--- src/rtl/mem_req_ctrl_if.sv ---
// ============================================================================
// mem_req_ctrl_if : pipeline request/response and mem_system bus bundle
// Rev 1.0 : initial release
// ============================================================================
`default_nettype none

interface mem_req_ctrl_if;
    logic        req_valid;
    logic        req_wr;
    logic [15:0] req_addr;
    logic [15:0] req_wdata;
    logic        req_ready;
    logic        resp_valid;
    logic [15:0] resp_rdata;
    logic        resp_hit;
    logic        resp_err;
    logic [15:0] mem_Addr;
    logic [15:0] mem_DataIn;
    logic        mem_Rd;
    logic        mem_Wr;
    logic [15:0] mem_DataOut;
    logic        mem_Done;
    logic        mem_Stall;
    logic        mem_CacheHit;
    logic        mem_err;

    // Pipeline stage and memory model together form the master side
    modport master (
        output req_valid, req_wr, req_addr, req_wdata,
        output mem_DataOut, mem_Done, mem_Stall, mem_CacheHit, mem_err,
        input  req_ready, resp_valid, resp_rdata, resp_hit, resp_err,
        input  mem_Addr, mem_DataIn, mem_Rd, mem_Wr
    );

    modport slave (
        input  req_valid, req_wr, req_addr, req_wdata,
        input  mem_DataOut, mem_Done, mem_Stall, mem_CacheHit, mem_err,
        output req_ready, resp_valid, resp_rdata, resp_hit, resp_err,
        output mem_Addr, mem_DataIn, mem_Rd, mem_Wr
    );
endinterface

`default_nettype wire

--- src/rtl/mem_req_ctrl.sv ---
// ============================================================================
// mem_req_ctrl : single-outstanding load/store sequencer in front of mem_system
// Rev 1.0 : initial release
// ============================================================================
`default_nettype none

module mem_req_ctrl #(
    parameter int TIMEOUT = 64,
    parameter int CNT_W   = 16
) (
    input  wire logic             clk,
    input  wire logic             rst_n,
    mem_req_ctrl_if.slave         bus,
    output logic [CNT_W-1:0]      hit_cnt,
    output logic [CNT_W-1:0]      acc_cnt
);

    localparam int WD_W = $clog2(TIMEOUT);

    typedef enum logic [1:0] {
        IDLE  = 2'd0,
        ISSUE = 2'd1,
        WAIT  = 2'd2,
        RESP  = 2'd3
    } state_t;

    state_t          state;
    state_t          next_state;

    logic [15:0]     lat_addr;
    logic [15:0]     lat_wdata;
    logic            lat_wr;
    logic            err_sticky;
    logic [WD_W-1:0] wdog;
    logic [15:0]     rsp_rdata;
    logic            rsp_hit;
    logic            rsp_err;

    logic            ready;
    logic            rd_pulse;
    logic            wr_pulse;
    logic            rsp_strobe;
    logic            wdog_expired;

    assign wdog_expired = (wdog == WD_W'(TIMEOUT - 1));

    always_ff @(posedge clk or negedge rst_n) begin
        if (!rst_n) begin
            state <= IDLE;
        end else begin
            state <= next_state;
        end
    end

    always_comb begin
        next_state = state;
        ready      = 1'b0;
        rd_pulse   = 1'b0;
        wr_pulse   = 1'b0;
        rsp_strobe = 1'b0;
        case (state)
            IDLE: begin
                ready = 1'b1;
                if (bus.req_valid) begin
                    next_state = bus.req_addr[0] ? RESP : ISSUE;
                end
            end
            ISSUE: begin
                if (!bus.mem_Stall) begin
                    rd_pulse   = !lat_wr;
                    wr_pulse   = lat_wr;
                    next_state = WAIT;
                end
            end
            WAIT: begin
                if (bus.mem_Done || wdog_expired) begin
                    next_state = RESP;
                end
            end
            RESP: begin
                rsp_strobe = 1'b1;
                next_state = IDLE;
            end
            default: next_state = IDLE;
        endcase
    end

    always_ff @(posedge clk or negedge rst_n) begin
        if (!rst_n) begin
            lat_addr   <= '0;
            lat_wdata  <= '0;
            lat_wr     <= 1'b0;
            err_sticky <= 1'b0;
            wdog       <= '0;
            rsp_rdata  <= '0;
            rsp_hit    <= 1'b0;
            rsp_err    <= 1'b0;
            hit_cnt    <= '0;
            acc_cnt    <= '0;
        end else begin
            case (state)
                IDLE: begin
                    if (bus.req_valid) begin
                        lat_addr   <= bus.req_addr;
                        lat_wdata  <= bus.req_wdata;
                        lat_wr     <= bus.req_wr;
                        err_sticky <= 1'b0;
                        if (bus.req_addr[0]) begin
                            rsp_rdata <= '0;
                            rsp_hit   <= 1'b0;
                            rsp_err   <= 1'b1;
                        end
                    end
                end
                ISSUE: begin
                    wdog <= '0;
                end
                WAIT: begin
                    wdog <= wdog + WD_W'(1);
                    if (bus.mem_err) begin
                        err_sticky <= 1'b1;
                    end
                    // Done wins over the watchdog when both land in the same cycle
                    if (bus.mem_Done) begin
                        rsp_hit <= bus.mem_CacheHit;
                        rsp_err <= bus.mem_err | err_sticky;
                        rsp_rdata <= (lat_wr || bus.mem_err || err_sticky) ? 16'h0000
                                                                             : bus.mem_DataOut;
                    end else if (wdog_expired) begin
                        rsp_rdata <= '0;
                        rsp_hit   <= 1'b0;
                        rsp_err   <= 1'b1;
                    end
                end
                RESP: begin
                    if (!rsp_err && (acc_cnt != {CNT_W{1'b1}})) begin
                        acc_cnt <= acc_cnt + CNT_W'(1);
                    end
                    if (rsp_hit && (hit_cnt != {CNT_W{1'b1}})) begin
                        hit_cnt <= hit_cnt + CNT_W'(1);
                    end
                end
                default: ;
            endcase
        end
    end

    assign bus.req_ready  = ready;
    assign bus.resp_valid = rsp_strobe;
    assign bus.resp_rdata = rsp_rdata;
    assign bus.resp_hit   = rsp_hit;
    assign bus.resp_err   = rsp_err;
    assign bus.mem_Addr   = lat_addr;
    assign bus.mem_DataIn = lat_wdata;
    assign bus.mem_Rd     = rd_pulse;
    assign bus.mem_Wr     = wr_pulse;

endmodule

`default_nettype wire

--- src/flat_wrapper.sv ---
// flat-port wrapper written by rule: the top's interface ports become plain ports
module mem_req_ctrl_flat 
#(
    parameter int TIMEOUT = 64,
    parameter int CNT_W   = 16
)
  (clk, rst_n, hit_cnt, acc_cnt, bus_req_valid, bus_req_wr, bus_req_addr, bus_req_wdata, bus_mem_DataOut, bus_mem_Done, bus_mem_Stall, bus_mem_CacheHit, bus_mem_err, bus_req_ready, bus_resp_valid, bus_resp_rdata, bus_resp_hit, bus_resp_err, bus_mem_Addr, bus_mem_DataIn, bus_mem_Rd, bus_mem_Wr);
  mem_req_ctrl_if bus_i ();
  input  wire logic clk;
  input  wire logic rst_n;
  output logic [CNT_W-1:0] hit_cnt;
  output logic [CNT_W-1:0] acc_cnt;
  input wire logic [$bits(bus_i.req_valid)-1:0] bus_req_valid;
  input wire logic [$bits(bus_i.req_wr)-1:0] bus_req_wr;
  input wire logic [$bits(bus_i.req_addr)-1:0] bus_req_addr;
  input wire logic [$bits(bus_i.req_wdata)-1:0] bus_req_wdata;
  input wire logic [$bits(bus_i.mem_DataOut)-1:0] bus_mem_DataOut;
  input wire logic [$bits(bus_i.mem_Done)-1:0] bus_mem_Done;
  input wire logic [$bits(bus_i.mem_Stall)-1:0] bus_mem_Stall;
  input wire logic [$bits(bus_i.mem_CacheHit)-1:0] bus_mem_CacheHit;
  input wire logic [$bits(bus_i.mem_err)-1:0] bus_mem_err;
  output wire logic [$bits(bus_i.req_ready)-1:0] bus_req_ready;
  output wire logic [$bits(bus_i.resp_valid)-1:0] bus_resp_valid;
  output wire logic [$bits(bus_i.resp_rdata)-1:0] bus_resp_rdata;
  output wire logic [$bits(bus_i.resp_hit)-1:0] bus_resp_hit;
  output wire logic [$bits(bus_i.resp_err)-1:0] bus_resp_err;
  output wire logic [$bits(bus_i.mem_Addr)-1:0] bus_mem_Addr;
  output wire logic [$bits(bus_i.mem_DataIn)-1:0] bus_mem_DataIn;
  output wire logic [$bits(bus_i.mem_Rd)-1:0] bus_mem_Rd;
  output wire logic [$bits(bus_i.mem_Wr)-1:0] bus_mem_Wr;
  assign bus_i.req_valid = bus_req_valid;
  assign bus_i.req_wr = bus_req_wr;
  assign bus_i.req_addr = bus_req_addr;
  assign bus_i.req_wdata = bus_req_wdata;
  assign bus_i.mem_DataOut = bus_mem_DataOut;
  assign bus_i.mem_Done = bus_mem_Done;
  assign bus_i.mem_Stall = bus_mem_Stall;
  assign bus_i.mem_CacheHit = bus_mem_CacheHit;
  assign bus_i.mem_err = bus_mem_err;
  assign bus_req_ready = bus_i.req_ready;
  assign bus_resp_valid = bus_i.resp_valid;
  assign bus_resp_rdata = bus_i.resp_rdata;
  assign bus_resp_hit = bus_i.resp_hit;
  assign bus_resp_err = bus_i.resp_err;
  assign bus_mem_Addr = bus_i.mem_Addr;
  assign bus_mem_DataIn = bus_i.mem_DataIn;
  assign bus_mem_Rd = bus_i.mem_Rd;
  assign bus_mem_Wr = bus_i.mem_Wr;
  mem_req_ctrl #(.TIMEOUT(TIMEOUT), .CNT_W(CNT_W)) u_core (.clk(clk), .rst_n(rst_n), .bus(bus_i), .hit_cnt(hit_cnt), .acc_cnt(acc_cnt));
endmodule
--- config.mk ---
export PLATFORM = sky130hd
export DESIGN_NAME = mem_req_ctrl_flat
export DESIGN_NICKNAME = d
export VERILOG_FILES = /design/src/rtl/mem_req_ctrl_if.sv /design/src/rtl/mem_req_ctrl.sv /design/src/flat_wrapper.sv
export SDC_FILE = /design/constraint.sdc
export NUM_CORES = 1
export LEC_CHECK = 0
export BUFFER_PORTS_ARGS = -buffer_cell sky130_fd_sc_hd__buf_2
export CORE_MARGIN = 2
export CORE_UTILIZATION = 50
export DETAILED_ROUTE_END_ITERATION = 6
export HOLD_SLACK_MARGIN = 0.03
export PLACE_DENSITY = 0.8
export SLEW_MARGIN = 20
export SYNTH_ARGS = -nofsm -noshare
export SYNTH_HDL_FRONTEND = slang
export SYNTH_SLANG_ARGS = --single-unit
--- constraint.sdc ---
create_clock -name clk -period 2.4 [get_ports clk]
set_input_delay 0.24 -clock clk [delete_from_list [all_inputs] [get_ports clk]]
set_output_delay 0.24 -clock clk [all_outputs]
set_load 0.1 [all_outputs]
==> results.txt, run 1 <==
The cell area that synthesis handed to floorplanning was 4000 um2. Entering global routing, the biggest net connects 51 pins. The number of enable-type register cells in the synthesized netlist is 0, and the number of global-route vias before repair is 3189.

For hold timing, the worst endpoint is u_core.bus.resp_rdata[0]$_DFFE_PN0P_. The run gives 0.36 ns as the insertion delay to the later sink of the worst-skew pair. The detailed router placed 3140 vias in this run.

Total count of max-transition violations in the final report: 0. Across the run, the number of max-cap violations was 0. The placeable core area is 7730 um2. Setup repair after global routing left no endpoint under its margin. The detailed router finished its first iteration with 128 violations. In the routed design, unresolved DRC markers number 0. Counting the buffers created by CTS gives 9. The run gives 386 as the post-synthesis net count. Among all flip-flop cells after synthesis, the most frequent one is sky130_fd_sc_hd__dfrtp_1.

For the count of antenna-violating nets left after detailed routing, the log shows 0. After floorplanning, the core was divided into 32 placement rows. Period utilization: 83.4%. The die is 93.5 um tall.

The post-route netlist has 46.4% of its cells at a drive strength greater than 1. The H-tree was split into 3 levels. The endpoint identified for the worst register-to-register timing path is u_core.bus.resp_rdata[15]$_DFFE_PN0P_. The origin of the critical flop-to-flop path is u_core.state[0]$_DFFE_PN0P_. The layout overhead on the synthesized area was 27.2%. The share of the Yosys chip area taken by registers is 57.5%. The tools report the maximum root-to-sink buffer count as 2. Along the worst hold path, the cell count comes to 2.

Global routing finished with a remaining overflow of 0. The most critical setup path has its startpoint at u_core.state[0]$_DFFE_PN0P_. Clock skew on the completed layout was measured at 0.0127 ns. In the synthesized netlist, the number of instances is 323.

Setup slack on the worst reg-to-reg path comes out at 0.40 ns. The run gives 2.71 ns as the data required time of the critical path. The final number of hold-violating endpoints is 0, and the first-pass GRT wire length is 15.0 mm. The number of library cell types mapped by synthesis was 41; the worst endpoint data arrival time was 2.31 ns. The number of optimization iterations in the first detailed-route pass was 4; the count of state elements after synthesis was 92. The run gives 1 as the hold-fix buffer count after cts. In this run the worst path has a maximum fanout of 16. After synthesis, the share of flip-flops with an asynchronous set or reset is 100%.

The tools report the global routing usage summed across all routing layers as 22.2%. The run gives 8730 um2 as the die area. Adding up every negative setup slack in the final design gives 0 ns. In this run the clock root is driven by a sky130_fd_sc_hd__clkbuf_8. The slew at the pin closest to its max-slew limit came out at 0.785 ns. In the routed layout, each cell is associated on average with a via count of 5.41. Static timing analysis puts the maximum clock frequency at 0.499 GHz. The flow ran to the end, and the final reports show no timing, DRC or antenna violations. Yosys printed 0 warnings. Once the floorplan was initialized, standard cells occupied 51.8% of the core. From left edge to right edge, the die measures 93.5 um. Nature of the critical path endpoint: a register.

In this run the mean area of a mapped cell was 12.4 um2. The logs give 0 for the number of antenna violations at the first check in global routing and 536 for the post-layout net count. The run gives 6.92 mm as the HPWL reported at the end of detailed placement. The worst hold path begins at bus_mem_DataOut[0]. Input and output buffers added on the ports amount to 141. For the post-cts repair resize count, the log shows 0. After detailed routing, the average wire length per cell comes to 15.7 um. For this design, the sink count on the clock tree is 92.

After clock tree synthesis, the clock-pin slew on the worst setup and hold paths is 0.09 ns. After detailed routing, the total wire length is 9.08 mm. The worst min-delay path category was input pin to register. Shortest period the worst path allows: 2.00 ns. TritonCTS built the clock tree.

Post-CTS timing repair inserted 0 buffers for setup. STA classifies the critical path startpoint as a register. The final number of setup-violating endpoints is 0.

Start-to-end type of the worst setup path: register to register. In this run the tightest slew margin relative to its limit is 47.2%. The number of antenna diodes in the final layout is 0. The logic depth of the worst register-to-register path works out to 7.

The run gives 0.897 as the final weighted congestion in routability-driven placement. During I/O placement, the number of pins put on the boundary was 142.
how the worst max path moves through the flow:
stage / endpoint / cells after the start
final: u_core.bus.resp_rdata[15]$_DFFE_PN0P_ / 7
after global routing: u_core.bus.resp_rdata[15]$_DFFE_PN0P_ / 7
after CTS: u_core.bus.resp_rdata[11]$_DFFE_PN0P_ / 7
after detailed placement: u_core.bus.resp_rdata[13]$_DFFE_PN0P_ / 7
after global placement: u_core.bus.resp_rdata[15]$_DFFE_PN0P_ / 7
after floorplan: u_core.hit_cnt[1]$_DFFE_PN0P_ / 4
logic make-up (layout without fill, tap and decap cells):
| logic type | Yosys count | count (layout) | synth area share [%] |
|---|---|---|---|
| AO/OA/AOI/OAI | 41 | 41 | 7.50 |
| flip-flops | 92 | 92 | 57.5 |
| AND/OR/NAND/NOR | 95 | 95 | 13.3 |
| buffers and inverters | 22 | 177 | 2.50 |
| adder cells (fa/ha/maj) | 7 | 7 | 2.19 |
| XOR/XNOR | 22 | 22 | 4.82 |
| multiplexers | 44 | 44 | 12.2 |
registers in the layout, indices dropped and copies added (netlist names):
signal                 flops
u_core.wdog                6
u_core.hit_cnt            16
u_core.acc_cnt            16
u_core.state               2
u_core.bus.resp_hit        1
u_core.bus.resp_err        1
u_core.bus.mem_Addr       16
u_core.bus.mem_DataIn     16
u_core.lat_wr              1
u_core.err_sticky          1
u_core.bus.resp_rdata     16
cells in the mapped netlist (all sizes together), types with 7 or more instances:
cell | instances | area, um2
a21oi | 7 | 35.0
a22o | 16 | 148
dfrtp | 92 | 2300
ha | 7 | 87.6
inv | 13 | 51.3
mux2 | 38 | 428
nand2 | 19 | 71.3
nand3 | 15 | 75.1
nand4 | 11 | 68.8
nor2 | 9 | 33.8
nor3 | 9 | 45.0
nor4 | 12 | 75.1
xnor2 | 7 | 61.3
xor2 | 15 | 131
cells in the final DEF, fill, tap and decap left out, types with 2 or more instances in the layout:
cell type and n:
sky130_fd_sc_hd__a21oi_1 7, sky130_fd_sc_hd__a22o_1 10, sky130_fd_sc_hd__a22o_2 6, sky130_fd_sc_hd__a31oi_1 4
sky130_fd_sc_hd__and3_1 2, sky130_fd_sc_hd__buf_2 140, sky130_fd_sc_hd__buf_4 6, sky130_fd_sc_hd__clkbuf_8 9
sky130_fd_sc_hd__dfrtp_1 86, sky130_fd_sc_hd__dfrtp_2 6, sky130_fd_sc_hd__ha_1 5, sky130_fd_sc_hd__ha_2 2
sky130_fd_sc_hd__inv_1 12, sky130_fd_sc_hd__inv_6 3, sky130_fd_sc_hd__mux2_2 38, sky130_fd_sc_hd__mux2i_1 6
sky130_fd_sc_hd__nand2_1 19, sky130_fd_sc_hd__nand3_1 15, sky130_fd_sc_hd__nand4_1 11, sky130_fd_sc_hd__nor2_1 9
sky130_fd_sc_hd__nor2b_1 3, sky130_fd_sc_hd__nor3_1 9, sky130_fd_sc_hd__nor3b_1 3, sky130_fd_sc_hd__nor4_1 12
sky130_fd_sc_hd__nor4b_1 2, sky130_fd_sc_hd__o21ai_0 6, sky130_fd_sc_hd__o22ai_1 3, sky130_fd_sc_hd__xnor2_1 7
sky130_fd_sc_hd__xor2_1 15
layer usage:
metal / GRT usage (%) / wire length (um) / part of all wire, %
met4: 10.0 / 221 / 2.4
met5: 0 / 0 / 0
met1: 27.6 / 3680 / 41
met3: 6.37 / 791 / 8.7
met2: 35.8 / 4390 / 48
worst max-delay path, stage by stage (launching register included):
cell and delay (ns):
sky130_fd_sc_hd__dfrtp_1 0.41, sky130_fd_sc_hd__inv_1 0.11, sky130_fd_sc_hd__ha_1 0.23, sky130_fd_sc_hd__inv_4 0.06
sky130_fd_sc_hd__or4_4 0.55, sky130_fd_sc_hd__nor3b_4 0.18, sky130_fd_sc_hd__buf_4 0.23, sky130_fd_sc_hd__a22o_2 0.17
area by class of cell:
class	count	area (um2)
clock buffer	9	124
clock inverter	7	91.3
fill	601	2640
inverter	13	51.3
multi-input combinational	209	1610
sequential	92	2310
tap	102	128
timing repair buffer	148	776
through the flow:
| stage | instance area (um2) | std cells | hold WS [ns] | utilization [%] | worst slack (ns) |
|---|---|---|---|---|---|
| finish | 5090 | 580 | 0.0948 | 65.9 | 0.398 |
| global placement | 4860 | 563 | 0.260 | 62.9 | 0.478 |
| floorplan | 4020 | 323 | -0.0556 | - | 0.0191 |
| CTS | 5090 | 580 | 0.0795 | 65.9 | 0.384 |
| global route | 5090 | 580 | 0.0798 | 65.9 | 0.222 |
| detailed placement | 4860 | 563 | 0.264 | 62.9 | 0.404 |
Power of run 1 is left out: the tool's default activity adds up to more than one toggle a clock period on the data nets, which glitch-free logic cannot reach.
==> inputs of run 2 (changes only) <==
==> constraint.sdc (replaced) <==
create_clock -name clk -period 1.85 [get_ports clk]
set_input_delay 0.185 -clock clk [delete_from_list [all_inputs] [get_ports clk]]
set_output_delay 0.185 -clock clk [all_outputs]
set_load 0.1 [all_outputs]
==> run 2 against run 1 <==
Die area stayed put. Maximum frequency is 9.2% higher. Sequential share of layout area is 0.99 points lower. Via count is 0.19% higher. Non-clock buffer count is 8 higher. Utilization is 3.7 points higher. Clock skew hardly changed. Register-to-register slack worse by 0.38 ns. Critical path depth stayed put. Largest cell class unchanged. Highest routed layer unchanged.
==> results.txt, run 2 (same netlist as run 1, synthesis figures left out) <==
TritonCTS built the clock tree. The tools report the worst-case setup slack after placement as 0.00114 ns. Setup repair after global routing could not meet its margin everywhere. The number of buffers and inverters on the critical path is 3.

Relative to the synthesized area, the layout overhead comes to 34.2%. The final number of setup-violating endpoints is 0. Leaving out fill and tap cells, the most frequent cell in the layout is sky130_fd_sc_hd__buf_2. The placed instances occupy a cell area of 5130 um2. In the layout the commonest cells are sky130_fd_sc_hd__buf_2, sky130_fd_sc_hd__dfrtp_1, sky130_fd_sc_hd__mux2_2, sky130_fd_sc_hd__nand2_1, sky130_fd_sc_hd__dfrtp_2. The post-route netlist has 54.9% of its cells at a drive strength greater than 1. After layout, the worst setup slack is 0.0161 ns. The slowest stage of the critical path belongs to the cell sky130_fd_sc_hd__or4_4. The final weighted congestion in routability-driven placement came out at 0.900. The pre-antenna-repair detailed-routing pass consisted of 6 iterations. Walking the worst path, the cells encountered are inv_2, ha_4, inv_4, or4_4, nor3b_4, buf_12, a22o_2. In the routed layout, each cell is associated on average with a via count of 5.35. The number of primary I/O pins is 142. For this run, the top clock speed supported by timing is 0.545 GHz. Of all nets on the critical path, the largest fanout is 16. For the final number of hold-violating endpoints, the log shows 0.

For the pin with the worst max-slew slack, the measured transition is 0.537 ns. The finished layout holds 588 standard cells, fillers aside. First-pass GRT wire length: 14.0 mm. Counting the buffers created by CTS gives 9. The tree is rooted in a sky130_fd_sc_hd__clkbuf_8.

HPWL reported at the end of detailed placement: 6.59 mm. The tools report the total count of max-transition violations in the final report as 0. The number of buffer cells added on primary ports was 141; the starting DRC count in detailed routing was 106. The initial core utilization is 51.8%, and the final total negative setup slack is 0 ns.

The clock slew at the register clock pins of the worst setup and hold paths came out at 0.10 ns. The tool flagged a number of max-cap violations equal to 0. The number of vias in the routed layout was 3146.

In this run the remaining antenna-violating nets after routing total 0. The kind of cell with the highest combined delay along the critical path is simple AND/OR/NAND/NOR gates. The average wire length per cell after detail routing came out at 15.1 um.

The startpoint kind of the worst setup timing path is a register. The maximum root-to-sink buffer count is 2, and the number of antenna violations at the first check in global routing is 0. Number of global-route vias before repair: 3097. The nature of the critical path endpoint is a register. The H-tree generated during clock tree synthesis spans 3 levels.

Global routing used 20.7% of the available tracks. For the worst setup path, the data arrival time is 2.13 ns. The power after layout was 10.3 mW; the number of instances in the placed design was 570. The die area came out at 8730 um2. 0 antenna diodes ended up in the layout.

From left edge to right edge, the die measures 93.5 um. For this run, the post-layout net count is 544. The flow ran to the end, and the final reports show no timing, DRC or antenna violations. The worst pin sits at a relative slew slack of 63.9%. The data required time of the critical path was 2.14 ns. The tools report the placeable core area as 7730 um2. The start-to-end type of the worst setup path is register to register. Clock tree synthesis found a total of 92 sinks.

The post-CTS setup buffer count was 0; the worst IR drop on VDD was 1.79 mV. The post-route clock skew was 0.0127 ns; the wire length after detailed routing was 8.86 mm. Measured along the y axis, the die boundary spans 93.5 um.

The row count is 32, and the power density over the cells is 1910 nW/um2. For this design the static power due to leakage is 2.63 nW. In the routed design, unresolved DRC markers number 0.

The clock reaches the later pin of the worst-skew pair after 0.36 ns. On the worst path, the slowest cell contributes a delay of 0.50 ns. The tools report the maximum number of pins on one net before global-route repair as 93. The worst path uses 99.1% of the clock period. The worst hold path belongs to the class input pin to register. The worst path in the final design needs a cycle of 1.83 ns, including I/O delays and setup. The final cell area excluding filler cells was 5370 um2. The residual overflow from global routing came out at 0.
-- run 2: cell types whose count changed in the layout (fill, tap and decap cells not counted), sizes merged --
cell and change:
buf +7, clkbuf +1, clkinv +1, clkinvlp -1
dlygate4sd3 +1, inv -1
-- run 2: what timing repair did --
| item | in CTS | in global routing |
|---|---|---|
| resized for setup | 0 | 3 |
| endpoints found under the hold margin | 93 | 0 |
| hold buffers | 2 | 0 |
| setup endpoints to repair | 0 | 21 |
-- run 2: final cells by class --
| class | count | area, um2 |
|---|---|---|
| inverter | 13 | 51.3 |
| fill | 562 | 2360 |
| multi-input combinational | 209 | 1720 |
| clock buffer | 10 | 128 |
| tap | 102 | 128 |
| sequential | 92 | 2380 |
| clock inverter | 6 | 70.1 |
| timing repair buffer | 156 | 893 |
-- run 2: worst register-to-register path, stage by stage, from the launching register on --
cell                      delay (ns)
sky130_fd_sc_hd__dfrtp_1        0.40
sky130_fd_sc_hd__inv_2          0.09
sky130_fd_sc_hd__ha_4           0.19
sky130_fd_sc_hd__inv_4          0.06
sky130_fd_sc_hd__or4_4          0.50
sky130_fd_sc_hd__nor3b_4        0.24
sky130_fd_sc_hd__buf_12         0.16
sky130_fd_sc_hd__a22o_2         0.15
-- run 2: routing by layer --
layer	vias up	part of all wire (%)	wire, um	global-route usage [%]
li1	1489	-	-	-
met1	1522	41	3590	24.8
met2	125	48	4260	32.7
met3	10	10	895	9.43
met4	0	1.2	107	7.48
met5	-	0	0	0
-- run 2: stage by stage --
step / util [%] / hold slack [ns]
after floorplan: - / -0.111
after CTS: 69.3 / 0.0327
final: 69.5 / 0.0515
after global routing: 69.5 / 0.0310
after detailed placement: 66.5 / 0.271
after global placement: 66.5 / 0.264
-- run 2: worst paths after layout --
path / from / endpoint / slack, ns / cells after the start
min: bus_mem_DataOut[13] / u_core.bus.resp_rdata[13]$_DFFE_PN0P_ / 0.05 / 2
max reg2reg: u_core.state[0]$_DFFE_PN0P_ / u_core.bus.resp_rdata[7]$_DFFE_PN0P_ / 0.02 / 7
max in group asynchronous: rst_n / u_core.acc_cnt[4]$_DFFE_PN0P_ / 1.05 / 3
max: u_core.state[0]$_DFFE_PN0P_ / u_core.bus.resp_rdata[7]$_DFFE_PN0P_ / 0.02 / 7
min in group asynchronous: rst_n / u_core.acc_cnt[10]$_DFFE_PN0P_ / 0.41 / 3
min reg2reg: u_core.bus.mem_Addr[0]$_DFFE_PN0P_ / u_core.bus.mem_Addr[0]$_DFFE_PN0P_ / 0.48 / 2
-- run 2: power by group --
group	switching, mW	internal [mW]
sequential	0.370	2.57
combinational	4.69	1.25
clock	0.735	0.641
total	5.80	4.46
Power figures use the tool's default switching activity.
